[src/rtl/pwm_gen_pkg.sv]
// Shared types and constants for the multi-channel PWM generator.
package pwm_gen_pkg;

    localparam int DEF_CNT_W = 16;

    localparam logic MODE_CONT    = 1'b0;
    localparam logic MODE_ONESHOT = 1'b1;

    typedef enum logic [1:0] {
        IDLE = 2'd0,
        HIGH = 2'd1,
        LOW  = 2'd2
    } state_t;

    // First phase of a period: HIGH if there is an on-time, else LOW, else nothing to run.
    function automatic state_t start_state(input logic on_nz, input logic off_nz);
        if (on_nz)
            return HIGH;
        else if (off_nz)
            return LOW;
        else
            return IDLE;
    endfunction

endpackage

[src/rtl/pwm_gen_chan.sv]
// One PWM channel: pending/active config, IDLE/HIGH/LOW FSM and phase counter.
module pwm_gen_chan
    import pwm_gen_pkg::*;
#(
    parameter int CNT_W = DEF_CNT_W
) (
    input  logic             clk,
    input  logic             reset,
    input  logic             cfg_we,
    input  logic [CNT_W-1:0] cfg_on,
    input  logic [CNT_W-1:0] cfg_off,
    input  logic             cfg_oneshot,
    input  logic             ch_en,
    output logic             pwm_out,
    output logic             period_done,
    output logic             ch_active
);

    state_t           state, state_nx;
    logic [CNT_W-1:0] cnt, cnt_nx;
    logic [CNT_W-1:0] pend_on, pend_off, act_on, act_off;
    logic [CNT_W-1:0] src_on, src_off;
    logic             pend_os, act_os, src_os;
    logic             os_done, os_done_nx;
    logic             load, end_period;
    logic             pwm_d, done_d;

    // A write landing in the load cycle bypasses the pending regs.
    assign src_on  = cfg_we ? cfg_on      : pend_on;
    assign src_off = cfg_we ? cfg_off     : pend_off;
    assign src_os  = cfg_we ? cfg_oneshot : pend_os;

    always_ff @(posedge clk or posedge reset) begin
        if (reset) begin
            state       <= IDLE;
            cnt         <= '0;
            pend_on     <= '0;
            pend_off    <= '0;
            pend_os     <= MODE_CONT;
            act_on      <= '0;
            act_off     <= '0;
            act_os      <= MODE_CONT;
            os_done     <= 1'b0;
            pwm_out     <= 1'b0;
            period_done <= 1'b0;
        end else begin
            if (cfg_we) begin
                pend_on  <= cfg_on;
                pend_off <= cfg_off;
                pend_os  <= cfg_oneshot;
            end
            if (load) begin
                act_on  <= src_on;
                act_off <= src_off;
                act_os  <= src_os;
            end
            state       <= state_nx;
            cnt         <= cnt_nx;
            os_done     <= os_done_nx;
            pwm_out     <= pwm_d;
            period_done <= done_d;
        end
    end

    always_comb begin
        state_nx   = state;
        cnt_nx     = cnt;
        load       = 1'b0;
        end_period = 1'b0;
        os_done_nx = os_done;
        unique case (state)
            IDLE: begin
                load   = 1'b1;
                cnt_nx = '0;
                if (!os_done)
                    state_nx = start_state(src_on != '0, src_off != '0);
            end
            HIGH: begin
                if (cnt == act_on - CNT_W'(1)) begin
                    cnt_nx = '0;
                    if (act_off != '0)
                        state_nx = LOW;
                    else
                        end_period = 1'b1;
                end else begin
                    cnt_nx = cnt + CNT_W'(1);
                end
            end
            LOW: begin
                if (cnt == act_off - CNT_W'(1)) begin
                    cnt_nx     = '0;
                    end_period = 1'b1;
                end else begin
                    cnt_nx = cnt + CNT_W'(1);
                end
            end
            default: state_nx = IDLE;
        endcase
        if (end_period) begin
            if (act_os == MODE_ONESHOT) begin
                state_nx   = IDLE;
                os_done_nx = 1'b1;
            end else begin
                load     = 1'b1;
                state_nx = start_state(src_on != '0, src_off != '0);
            end
        end
        // Disable wins over everything and also re-arms a finished one-shot.
        if (!ch_en) begin
            state_nx   = IDLE;
            cnt_nx     = '0;
            os_done_nx = 1'b0;
        end
    end

    always_comb begin
        pwm_d  = (state_nx == HIGH);
        done_d = end_period && ch_en;
    end

    assign ch_active = (state != IDLE);

endmodule

[src/rtl/pwm_multi_gen.sv]
// Multi-channel PWM generator: config write decode plus one pwm_gen_chan per channel.
module pwm_multi_gen
    import pwm_gen_pkg::*;
#(
    parameter int NCH   = 4,
    parameter int CNT_W = DEF_CNT_W,
    parameter int CH_W  = (NCH > 1) ? $clog2(NCH) : 1
) (
    input  logic             clk,
    input  logic             reset,
    input  logic             cfg_we,
    input  logic [CH_W-1:0]  cfg_ch,
    input  logic [CNT_W-1:0] cfg_on,
    input  logic [CNT_W-1:0] cfg_off,
    input  logic             cfg_oneshot,
    input  logic [NCH-1:0]   ch_en,
    output logic [NCH-1:0]   pwm_out,
    output logic [NCH-1:0]   period_done,
    output logic [NCH-1:0]   ch_active
);

    logic [NCH-1:0] ch_we;

    for (genvar g = 0; g < NCH; g++) begin : g_ch
        // Out-of-range selects match no channel and are dropped.
        assign ch_we[g] = cfg_we && (32'(cfg_ch) == 32'(g));

        pwm_gen_chan #(.CNT_W(CNT_W)) u_chan (
            .clk         (clk),
            .reset       (reset),
            .cfg_we      (ch_we[g]),
            .cfg_on      (cfg_on),
            .cfg_off     (cfg_off),
            .cfg_oneshot (cfg_oneshot),
            .ch_en       (ch_en[g]),
            .pwm_out     (pwm_out[g]),
            .period_done (period_done[g]),
            .ch_active   (ch_active[g])
        );
    end

endmodule

[config.mk]
export PLATFORM = sky130hd
export DESIGN_NAME = pwm_multi_gen
export DESIGN_NICKNAME = d
export VERILOG_FILES = /design/src/rtl/pwm_gen_pkg.sv /design/src/rtl/pwm_gen_chan.sv /design/src/rtl/pwm_multi_gen.sv
export SDC_FILE = /design/constraint.sdc
export NUM_CORES = 1
export LEC_CHECK = 0
export CORE_ASPECT_RATIO = 1.4
export CORE_MARGIN = 2
export CORE_UTILIZATION = 40
export CTS_CLUSTER_DIAMETER = 30
export CTS_CLUSTER_SIZE = 16
export DETAILED_ROUTE_END_ITERATION = 6
export PLACE_DENSITY = 0.63
export SETUP_SLACK_MARGIN = 0.2
export SLEW_MARGIN = 20
export SYNTH_ARGS = -nofsm -noshare
export SYNTH_HDL_FRONTEND = slang
export SYNTH_SLANG_ARGS = --single-unit
[constraint.sdc]
create_clock -name clk -period 16.47 [get_ports clk]
set_clock_uncertainty 0.15 [all_clocks]
set_input_delay 2.4705 -clock clk [delete_from_list [all_inputs] [get_ports clk]]
set_output_delay 2.4705 -clock clk [all_outputs]
set_load 0.02 [all_outputs]
# Word-level counts from Yosys, hierarchy flattened
# Cells that the tools add are included.
word_totals:
  regBits: 348
  in_bits: 42
  wordCells: 228
classes:
  add_sub_neg: 12
  reduce_logical: 33
  n_mux: 104
  eq_ne: 35
op_table:
  columns: ["op", "n"]
  rows:
  - ["two-way mux 16 bit", 20]
  - ["case mux 16 bit (3 select lines)", 4]
  - ["nonzero test 16 bit", 12]
  - ["equality test 16 bit", 8]
  - ["subtractor 16 x 1 -> 16 bit, second input constant", 8]
  - ["adder 16 x 1 -> 16 bit, second input constant", 4]
  - ["two-way mux 2 bit", 32]
  - ["two-way mux 1 bit", 40]
  - ["case mux 2 bit (3 select lines)", 4]
  - ["equality test 2 x 1 -> 1 bit, second input constant", 9]
  - ["!= test 2 x 1 -> 1 bit, second input constant", 8]
  - ["!= test 4 x 1 -> 1 bit, second input constant", 4]
  - ["equality test 2 bit, second input constant", 6]
  - ["logical NOT 2 bit", 5]
  - ["logical AND 1 bit", 8]
  - ["case mux 1 bit (2 select lines)", 4]
  - ["AND reduction 2 bit", 4]
  - ["nonzero test 2 bit", 4]

# Logic depth before layout (Yosys ltp)
depth:
  depth_word: 11
  depth_mapped: 14
  mapped_depth_nobuf: 11

# Modules after synthesis
# From an unflattened synthesis, not the netlist that was laid out.
unflattened:
  hier_cells: 1983
  hier_area_um2: 21033.9
modules_own_cells:
  columns: ["mod", "seq_area_each_um2", "cells_each", "area_per_inst_um2", "n_inst"]
  rows:
  - ["pwm_gen_chan (g_ch[2].u_chan ...)", 2177.1, 507, 5263.8, 2]
  - ["pwm_gen_chan (g_ch[1].u_chan)", 2177.1, 484, 5246.3, 1]
  - ["pwm_gen_chan (g_ch[0].u_chan)", 2177.1, 481, 5222.5, 1]
  - ["pwm_multi_gen", 0.0, 4, 37.5, 1]

# Least setup slack after synthesis
# OpenSTA, ideal clock, no wires.
synth_timing:
  path_type: "input to register"
  startpoint: "input port cfg_we"
  endpoint: "register g_ch[2].u_chan.pwm_out"
  t_required_ns: 16.237
  path_stages: 9
  path_slack_ns: 12.227
  t_arrival_ns: 4.010
  path_cell_list: "nand2_1 > nor2_1 > nor2_1 > nor2_1 > o21ai_0 > a311oi_1 > o41ai_1 > or4_1 > o21ai_0"
synth_via:
  elab_chain_len: 10
  word_cells_on_any_way: 13
  cone_classes: "eq/ne (1); mux (9); reduce/logical (3)"
synth_lines:
  columns: ["item", "line", "rtl"]
  rows:
  - ["start: declaration", "pwm_multi_gen.sv:11", "input logic cfg_we,"]
  - ["logical AND 1 bit (*)", "pwm_multi_gen.sv:26", "assign ch_we[g] = cfg_we && (32'(cfg_ch) == 32'(g));"]
  - ["two-way mux 16 bit", null, null]
  - ["nonzero test 16 bit", "pwm_gen_chan.sv:76, pwm_gen_chan.sv:105", null]
  - ["two-way mux 2 bit", "pwm_gen_pkg.sv:19", "else if (off_nz)"]
  - ["two-way mux 2 bit (*)", "pwm_gen_pkg.sv:17", "if (on_nz)"]
  - ["two-way mux 2 bit", "pwm_gen_chan.sv:75", "if (!os_done)"]
  - ["case mux 2 bit (3 select lines)", "pwm_gen_chan.sv:71", "unique case (state)"]
  - ["two-way mux 2 bit (*)", "pwm_gen_chan.sv:99", "if (end_period) begin"]
  - ["two-way mux 2 bit (*)", "pwm_gen_chan.sv:109", "if (!ch_en) begin"]
  - ["equality test 2 x 1 -> 1 bit (*)", "pwm_gen_chan.sv:117", "pwm_d = (state_nx == HIGH);"]
  - ["named net g_ch[2].u_chan.pwm_d", "pwm_gen_chan.sv:26", "logic pwm_d, done_d;"]
  - ["end signal: assignment", "pwm_gen_chan.sv:60", "pwm_out <= pwm_d;"]
  - ["end: declaration", "pwm_gen_chan.sv:14", "output logic pwm_out,"]
# The timed path passes the listed nets; every way through them passes the cells marked *.
# A chain may end at the register's enable or synchronous reset.

# Worst setup path in the final report
layout_timing:
  startpoint: "register g_ch[0].u_chan.state[0]"
  endpoint: "output port ch_active[0]"
layout_via:
  elab_chain_len: 1
layout_lines:
  columns: ["item", "line", "rtl"]
  rows:
  - ["start: declaration", "pwm_gen_chan.sv:19", "state_t state, state_nx;"]
  - ["start signal: assignment", "pwm_gen_chan.sv:57", "state <= state_nx;"]
  - ["nonzero test 2 bit", "pwm_gen_chan.sv:121", "assign ch_active = (state != IDLE);"]
  - ["end: declaration", "pwm_multi_gen.sv:19", "output logic [NCH-1:0] ch_active"]
# No other way between the ends.

==> run summary <==
The fraction of layout cells with a size suffix above 1 came out at between 10% and 20%. The setup-violating endpoint count in the final report came out at 0. The longest clock path from root to sink contains 3 buffers. The clock sink total came out at about 350. After Yosys synthesis, and, or, nand and nor cells account for 18.6% of the synthesized area. In the routed design, unresolved DRC markers number 0. The floorplan row count came out at 97. Data arrives at the worst endpoint at ~2.4 ns. The data required time of the worst path is 13.85 ns. By instance count, the cell type seen most on the critical path is sky130_fd_sc_hd__inv_1. Counting the buffers created by CTS gives 71. The number of antenna diodes in the final layout is 0. The endpoint class of the critical path is a primary output. The worst hold path belongs to the class reg -> reg. The cell family contributing the most delay on the critical path is buffers and inverters.

The area after detailed placement came out at about 21000 um^2. The number of instances in the synthesized netlist came out at between 2000 and 2500. The number of vias after detailed routing came out at 16000.

The total area inside the core boundary comes to approximately 50000 um^2. The share of synthesized area spent on multiplexers came out at between 10% and 20%. The utilization after layout came out at 47.1%. The number of global-route vias before repair came out at roughly 16000.

The average wire per standard cell came out at around 20 um. The global-route wire length before repair is around 90000 um. The share of async-settable or async-resettable flops after synthesis came out at 100%.

The number of buffers and inverters on the critical path is 3. Summed over all failing endpoints, the final setup total negative slack is 0 ns. The initial core utilization is 40.5%. The first-pass iteration count of the detailed router is 5. In this run the vertical extent of the chip is roughly 270 um. The clock edge transition at the registers on the reported setup and hold paths is approximately 0.05 ns.

The later-pin clock latency in the skew report came out at roughly 0.6 ns. In this run the register-to-register setup slack is approximately 12 ns. The synthesis warning total came out at 0. For this run the aggregate overflow at the end of global routing stands at 0.

The CTS tree is yes. The sequential element share of the synthesized area came out at 43.1%. The number of nets still failing antenna checks after routing came out at 0. The floorplan step set the die width to 194 um. In this run, the number of DRC markers left after iteration 0 of detailed routing was 976.

Among all flip-flop cells after synthesis, the most frequent one is sky130_fd_sc_hd__dfrtp_1. Setup repair after global routing left no endpoint under its margin. The sort of element at the start of the critical path is a flip-flop.

The slew at the pin with the worst max-slew slack came out at around 1.0 ns. The number of violations of the max-capacitance limit is 0. Detailed placement finished with a half-perimeter wire length of 42100 um. The number of antenna violations at the first check in global routing is 0.

The maximum fanout count along the critical path came out at 6. The number of buffers inserted by hold repair at cts is 0. In this run, synthesis produced a sequential element count of about 350.

In this run the clock root is driven by a sky130_fd_sc_hd__clkbuf_16. The worst path in the final design needs a cycle of 4.97 ns, including I/O delays and setup. Summed over all cells, the static leakage comes to around 10 nW. Counting the fill cells in the layout gives about 4600. In this run, post-CTS repair resized a total of 0 instances. The number of nets in the synthesized netlist is approximately 2100. The flow ran to the end, and the final reports show no timing, DRC or antenna violations. Buffers added to address setup during post-CTS repair amount to 0. Of the total synthesized cell area, the portion taken by XOR and XNOR cells is approximately 6.7%. The die footprint came out at 52400 um^2. The finished cells cover around 24000 um^2. The number of nets at the end of the flow is 2118. On the critical path, the stage with the largest delay is an instance of sky130_fd_sc_hd__clkdlybuf4s50_1. The area of the mapped netlist came out at 20200 um^2. The congestion estimate from routability-driven global placement came to roughly 0.91.

In this run, placement finished with an instance count of 2618. Derived from the worst setup path, the maximum achievable clock frequency is between 200 and 250 MHz. The share of the synthesized area in compound gates (AO/OA/AOI/OAI) came out at between 10% and 20%. The relative slew slack is about a third. The worst path uses around 30% of the clock period. The largest net degree at the start of global routing came out at 78. The wire length reported by the detailed router is 56100 um.

The count of distinct cell types in the synthesized netlist is 82. The power per unit of standard cell area came out at 142 nW/um^2. The H-tree was split into 3 levels. The final count of hold timing violations came out at 0. The count of final max-slew check failures came out at 0. The count of cells in the finished layout, fillers not included, comes to 2747. Walking the worst path, the cells encountered are inv_1, ha_1, inv_1, clkdlybuf4s50_1. Each instance of the synthesized netlist takes up on average 9.93 um^2. The type of the worst setup path is reg -> out. The delay contributed by the slowest stage of the critical path came out at between 0.6 and 0.7 ns. Input and output buffers added on the ports amount to 53. The share of synthesized cell area in full adder, half adder and majority cells came out at between 1.5 and 2%. Yosys mapped a number of flops with a built-in enable equal to 0. The all-layer global routing usage is roughly 22%. The area growth from synthesis to final layout came out at 16.5%. By area, the combinational part of the netlist is dominated by simple AND/OR/NAND/NOR gates. The via density per instance came out at roughly 5.8.

Across the VDD grid, the largest voltage drop is 0.0000984 V. The number of placed I/O pins is 54.
[tightest hold or removal path, cell delays in order (launching register included)]
cell,delay (ns)
sky130_fd_sc_hd__dfrtp_1,0.32
sky130_fd_sc_hd__nand2_1,0.04
sky130_fd_sc_hd__nand2_1,0.07
[final timing paths]
kind | cells after the start | start | endpoint
max | 4 | g_ch[0].u_chan.state[0]$_DFF_PP0_ | ch_active[0]
min | 2 | g_ch[2].u_chan.pend_os$_DFF_PP0_ | g_ch[2].u_chan.pend_os$_DFF_PP0_
max reg2reg | 12 | g_ch[1].u_chan.act_off[0]$_DFFE_PP0P_ | g_ch[1].u_chan.act_off[1]$_DFFE_PP0P_
min reg2reg | 2 | g_ch[2].u_chan.pend_os$_DFF_PP0_ | g_ch[2].u_chan.pend_os$_DFF_PP0_
max in group asynchronous | 4 | reset | g_ch[0].u_chan.act_on[3]$_DFFE_PP0P_
min in group asynchronous | 2 | reset | g_ch[2].u_chan.act_off[2]$_DFFE_PP0P_
[cell usage after synthesis (all sizes together) (7+ instances only)]
cell type,n,area (um^2)
nor4,74,469
o31ai,15,113
nand4,26,163
a21oi,59,295
mux2,231,2710
nor3,65,325
or3,22,138
buf,27,179
xnor2,87,762
o21ai,67,335
nor2b,12,75.1
nand3,60,300
a21o,18,135
nand3b,10,75.1
o21a,9,67.6
ha,28,350
and3,23,144
or4,27,206
nand2b,19,119
or2,20,125
nor2,89,334
mux2i,24,240
o211a,8,80.1
a22o,14,123
and2,7,43.8
a31oi,16,100
o311ai,7,61.3
dfrtp,348,8710
inv,75,282
and4,7,61.3
clkbuf,104,390
nor3b,10,75.1
a211oi,14,105
nand2,224,841
o211ai,11,82.6
xor2,68,596
[through the flow]
step                      hold slack (ns)  worst slack, ns  power, mW
after detailed placement            0.306            11.01       1.90
after global routing                0.362            11.32       3.50
after global placement              0.303            11.04       1.87
after floorplan                     0.285             4.20       1.68
final                               0.317            11.50       3.34
after CTS                           0.319            11.48       3.36
[cell usage in the layout, fill, tap and decap left out, drive strengths merged, types with 67 or more instances in the layout]
cell / count
o21ai: 67
mux2: 231
inv: 91
clkbuf: 85
nand2: 224
dfrtp: 348
nor2: 89
nor4: 74
xor2: 68
xnor2: 87
[power breakdown]
group / leakage (nW) / internal (mW) / switching (mW)
Combinational: 4.33 / 0.330 / 0.369
Sequential: 4.33 / 1.01 / 0.185
Clock: 1.18 / 0.947 / 0.497
[routing by layer]
| metal | part of all wire (%) | vias up | GRT usage (%) |
|---|---|---|---|
| met5 | 0 | - | 0 |
| met4 | 3.1 | 0 | 8.55 |
| met3 | 5.2 | 101 | 3.70 |
| met2 | 50 | 440 | 37.4 |
| met1 | 42 | 8007 | 26.8 |
| li1 | - | 7414 | - |
[final cells by class]
| type | count | area (um^2) | share of cell area, % |
|---|---|---|---|
| inverter | 75 | 289 | 1.23 |
| timing repair buffer | 69 | 651 | 2.76 |
| multi-input combinational | 1483 | 10700 | 45.3 |
| tap | 643 | 805 | 3.41 |
| clock inverter | 44 | 526 | 2.23 |
| sequential | 348 | 8710 | 37.0 |
| clock buffer | 85 | 1900 | 8.07 |
[cell families (layout without fill, tap and decap cells)]
kind of cell,count (synthesis),in the layout
simple gates,722,722
flops,348,348
compound gates,323,323
mux,255,255
buf+inv,206,273
xor+xnor,155,155
fa+ha+maj,28,28
[flip-flops by register name, indices dropped and copies added (netlist names), 8 cells and up]
signal and count:
g_ch.u_chan.act_on 64, g_ch.u_chan.pend_on 64, g_ch.u_chan.act_off 64, g_ch.u_chan.cnt 64, g_ch.u_chan.state 8, g_ch.u_chan.pend_off 64
Power figures use the tool's default switching activity.
